==> config.mk <==
export PLATFORM = sky130hd
export DESIGN_NAME = usr_seq
export DESIGN_NICKNAME = d
export VERILOG_FILES = /design/src/rtl/usr_seq.sv
export SDC_FILE = /design/constraint.sdc
export NUM_CORES = 1
export LEC_CHECK = 0
export CAP_MARGIN = 20
export CORE_MARGIN = 2
export CORE_UTILIZATION = 36
export CTS_BUF_LIST = sky130_fd_sc_hd__clkbuf_16
export CTS_CLUSTER_DIAMETER = 100
export DETAILED_ROUTE_END_ITERATION = 8
export PLACE_DENSITY = 0.76
export SLEW_MARGIN = 20
export SYNTH_ARGS = -nofsm -noshare
export SYNTH_HDL_FRONTEND = slang
export SYNTH_SLANG_ARGS = --single-unit
==> constraint.sdc <==
create_clock -name clk -period 1.4 [get_ports clk]
set_clock_uncertainty 0.2 [all_clocks]
set_input_delay 0.42 -clock clk [delete_from_list [all_inputs] [get_ports clk]]
set_output_delay 0.42 -clock clk [all_outputs]
set_load 0.005 [all_outputs]
==> src/rtl/usr_seq.sv <==
// usr_seq: command sequencer for a WIDTH-bit universal shift register.
// Accepts LOAD / SHL-N / SHR-N / ROL-N over valid/ready, drives the register's
// mode select and serial/parallel inputs for the required number of cycles,
// then pulses done for one cycle with the final value present on usr_q.
module usr_seq #(
    parameter int WIDTH = 4,
    parameter int CNT_W = 3
) (
    input  logic             clk,
    input  logic             reset,
    input  logic             cmd_valid,
    output logic             cmd_ready,
    input  logic [1:0]       cmd_op,
    input  logic [CNT_W-1:0] cmd_cnt,
    input  logic [WIDTH-1:0] cmd_data,
    input  logic             cmd_fill,
    input  logic [WIDTH-1:0] usr_q,
    output logic [1:0]       usr_sel,
    output logic [WIDTH-1:0] usr_in,
    output logic             usr_sinl,
    output logic             usr_sinr,
    output logic             busy,
    output logic             done
);

    // Command opcodes
    localparam logic [1:0] OP_LOAD = 2'b00;
    localparam logic [1:0] OP_SHL  = 2'b01;
    localparam logic [1:0] OP_SHR  = 2'b10;
    localparam logic [1:0] OP_ROL  = 2'b11;

    // Register mode encodings
    localparam logic [1:0] SEL_HOLD = 2'b00;
    localparam logic [1:0] SEL_UP   = 2'b01;
    localparam logic [1:0] SEL_DOWN = 2'b10;
    localparam logic [1:0] SEL_LOAD = 2'b11;

    typedef enum logic [1:0] {
        S_IDLE = 2'b00,
        S_RUN  = 2'b01,
        S_DONE = 2'b10
    } state_t;

    state_t           state;
    state_t           state_nxt;

    logic [1:0]       op_r;
    logic [CNT_W:0]   rem_r;
    logic [WIDTH-1:0] data_r;
    logic             fill_r;

    logic             accept;
    logic [CNT_W:0]   eff_cnt;

    // A LOAD always takes exactly one register cycle; shifts take cmd_cnt.
    assign eff_cnt = (cmd_op == OP_LOAD) ? {{CNT_W{1'b0}}, 1'b1} : {1'b0, cmd_cnt};

    // ready is only offered in IDLE and is suppressed while reset is held
    assign cmd_ready = (state == S_IDLE) && !reset;
    assign accept    = cmd_valid && cmd_ready;

    // State register
    always_ff @(posedge clk) begin
        if (reset) begin
            state <= S_IDLE;
        end else begin
            state <= state_nxt;
        end
    end

    // Command capture on handshake; remaining-cycle count decrements during RUN
    always_ff @(posedge clk) begin
        if (reset) begin
            op_r   <= OP_LOAD;
            rem_r  <= '0;
            data_r <= '0;
            fill_r <= 1'b0;
        end else if (accept) begin
            op_r   <= cmd_op;
            rem_r  <= eff_cnt;
            data_r <= cmd_data;
            fill_r <= cmd_fill;
        end else if (state == S_RUN) begin
            rem_r  <= rem_r - 1'b1;
        end
    end

    // Next-state logic
    always_comb begin
        state_nxt = state;
        case (state)
            S_IDLE: begin
                if (accept) begin
                    state_nxt = (eff_cnt == '0) ? S_DONE : S_RUN;
                end
            end
            S_RUN: begin
                if (rem_r == {{CNT_W{1'b0}}, 1'b1}) begin
                    state_nxt = S_DONE;
                end
            end
            S_DONE: begin
                state_nxt = S_IDLE;
            end
            default: begin
                state_nxt = S_IDLE;
            end
        endcase
    end

    // Register-facing outputs, derived only from registered state and usr_q
    always_comb begin
        usr_sel  = SEL_HOLD;
        busy     = (state != S_IDLE);
        done     = (state == S_DONE);
        usr_in   = data_r;
        usr_sinr = fill_r;
        // rotate feeds the outgoing MSB back into bit 0
        usr_sinl = (op_r == OP_ROL) ? usr_q[WIDTH-1] : fill_r;
        if (state == S_RUN) begin
            case (op_r)
                OP_LOAD: usr_sel = SEL_LOAD;
                OP_SHL:  usr_sel = SEL_UP;
                OP_SHR:  usr_sel = SEL_DOWN;
                OP_ROL:  usr_sel = SEL_UP;
                default: usr_sel = SEL_HOLD;
            endcase
        end
    end

endmodule

==> results.sh <==
export IMPL_status="complete, but fails checks"
export IMPL_failed_checks="negative setup slack"
export IMPL_synthCells=76
export IMPL_h_tree_depth=1
export IMPL_routed_wl_met2_um=1300
export IMPL_dr_total_vias=780
export IMPL_drtAntennaViolNets=0
export IMPL_drv_cap=0
export IMPL_synth_most_common_cell="nand2_1"
export IMPL_cpMaxStageDelayCell="dfxtp_2"
export IMPL_met1Wirelength_um=787
export IMPL_min_period_over_period=1.20
export IMPL_crit_family="flip-flops"
export IMPL_rsz0062_at_grt="yes"
export IMPL_ys_top_cells_by_area="dfxtp_1 41%, nand2_1 8.8%, o21ai_0 5.5%, ha_1 3.9%, o21ba_2 3.1%"
export IMPL_drt_iter0_drc=11
export IMPL_netlist_top_cells_count="15 x nand2_1, 13 x dfxtp_1, 7 x o21ai_0, 4 x inv_1, 4 x nor2_1"
export IMPL_gp_congestion=0.817
export IMPL_ys_ff_latch=13
export IMPL_cp_required_ns=0.78
export IMPL_report_final_slew_viol_count=0
export IMPL_top_layer="met4"
export IMPL_cts_clk_slew_worst_paths_ns=0.05
export IMPL_vias_per_cell=5.38
export IMPL_core_um2=1690
export IMPL_cts_sinks=13
export IMPL_ys_seq_area_frac=0.407
export IMPL_ir_worst_vdd_uv=1100
export IMPL_cp_end_kind="output port"
export IMPL_drt_pass1_iter_count=4
export IMPL_root_buffer="clkbuf_16"
export IMPL_place_ws_ns=-0.726
export IMPL_dieHeight_um=46.1
export IMPL_grt_max_degree=9
export IMPL_grt_pass1_wl_um=3560
export IMPL_fin_ws_ns=-0.277
export IMPL_grt_overflow_total=0
export IMPL_ios=28
export IMPL_antenna_cells=0
export IMPL_worstSetupPathType="reg2out"
export IMPL_cp_max_fo=4
export IMPL_worstPathCellList="buf_6 > nand2b_4 > nor2_2 > buf_2"
export IMPL_cts_made_buffers=3
export IMPL_synth_top_area_frac=0.407
export IMPL_clkLatencyLatePin_ns=0.24
export IMPL_drive_above_1_share=0.555
export IMPL_layout_nets=148
export IMPL_syn_cell_area_um2=639
export IMPL_fp_dieW_um=46.1
export IMPL_routed_wl_um=2330
export IMPL_max_stage_delay_ns=0.34
export IMPL_cts_tree="yes"
export IMPL_synth_edf_count=0
export IMPL_yosysUniqueCellTypes=30
export IMPL_die_area_um2=2130
export IMPL_start_util=0.379
export IMPL_leakagePower_nw=0.588
export IMPL_postSynth_asyncResetShare=0
export IMPL_yosys_warnings=0
export IMPL_num_rows=15
export IMPL_worstMarginPinSlew_ns=0.263
export IMPL_synth_flop_cell="dfxtp_1"
export IMPL_synthesis_nets=95
export IMPL_fin_crit_ns=1.68
export IMPL_power_density_nw_per_um2=1250
export IMPL_drc=0
export IMPL_fin_setup_tns_ns=-2.76
export IMPL_port_buffers=24
export IMPL_antenna_found_initial=0
export IMPL_worst_path_buf_inv=2
export IMPL_clk_path_buf_depth=2
export IMPL_fmax_mhz=596
export IMPL_hold_class="reg2reg"
export IMPL_routedWlPerCell_um=16.1
export IMPL_post_dp_hpwl_um=1360
export IMPL_finalHoldViolations=0
export IMPL_syn_mean_instance_area_um2=8.41
export IMPL_grt_pass1_vias=804
export IMPL_synth_area_leader_cell="dfxtp_1"
export IMPL_slew_headroom=0.823
export IMPL_grt_usage=0.245
export IMPL_wl_met3_um=111
export IMPL_arrival_ns=1.06
export IMPL_area_growth_pct=101
export IMPL_cp_start_kind="register"
export IMPL_setup_viol=19
-- placed cells by master, fill, tap and decap left out, types with 3 or more instances in the layout --
master,synthesis,routed
buf_2,3,5
buf_4,0,16
buf_6,0,12
clkbuf_16,0,3
clkdlybuf4s50_1,0,6
dfxtp_1,13,7
dfxtp_2,0,5
dlygate4sd2_1,0,7
inv_1,4,5
nand2_1,15,7
nand2_2,0,5
nand2_4,0,3
o21ai_2,0,4
-- routing by layer --
| metal | track usage | up-vias |
|---|---|---|
| met2 | 0.456 | 25 |
| met3 | 0.0745 | 12 |
| met5 | 0 | - |
| met4 | 0.137 | 0 |
| met1 | 0.234 | 371 |
| li1 | - | 372 |
-- worst paths after layout --
check,from,endpoint,slack [ns],cells after the start
setup / recovery,state[0],usr_sel[1],-0.28,4
hold / removal,usr_in[0],usr_in[0],0.26,2
setup reg to reg,state[0],rem_r[2],-0.16,7
hold reg to reg,usr_in[0],usr_in[0],0.26,2
-- layout make-up --
cell class / instances / area [um^2]
repair buffers: 51 / 452
multi-input cells: 56 / 449
fillers: 117 / 403
flip-flops and latches: 13 / 270
clock buffers: 3 / 75.1
well taps: 17 / 21.3
inverters: 4 / 15.0
clock inverters: 1 / 3.75
-- cells by family (layout without fill, tap and decap cells) --
family / Yosys count / in the layout / synth area share
flops: 13 / 13 / 0.407
simple gates: 29 / 29 / 0.227
xor+xnor: 1 / 1 / 0.0137
mux: 2 / 2 / 0.0352
compound gates: 22 / 22 / 0.231
fa+ha+maj: 2 / 2 / 0.0391
buf+inv: 7 / 59 / 0.0470
-- where the power goes --
part           internal [mW]  switching, mW  total [mW]  leakage, nW
registers              0.431         0.0399       0.471        0.110
logic                  0.341          0.253       0.594        0.436
clock network          0.377          0.161       0.538       0.0423
-- registers in the layout, summed over array words and instances (netlist names) --
signal    count
state         2
op_r          2
usr_in        4
rem_r         4
usr_sinr      1
-- stage by stage --
step,hold WS [ns],area (um^2),util,power (mW),instances
4_1_cts,0.258,1220,0.721,1.54,140
3_5_place_dp,0.254,1040,0.619,0.943,133
2_1_floorplan,0.249,668,-,0.682,76
5_1_grt,0.285,1290,0.761,1.68,145
6_report,0.262,1290,0.761,1.60,145
3_3_place_gp,0.247,1040,0.619,0.926,133
-- worst register-to-register path, cell delays in order, from the launching register on --
cell       delay [ns]
dfxtp_2          0.32
buf_6            0.13
buf_6            0.11
nor4b_4          0.25
buf_6            0.17
buf_6            0.11
o2bb2ai_2        0.10
a211oi_2         0.06
-- repair_timing --
item                                    in CTS  in global routing
setup buffers                                2                  5
hold buffers                                 0                  0
cloned                                       1                  0
pin swaps                                   18                  6
resized for setup                           82                 17
endpoints found under the setup margin      24                 23
(Power assumes the default switching activity.)
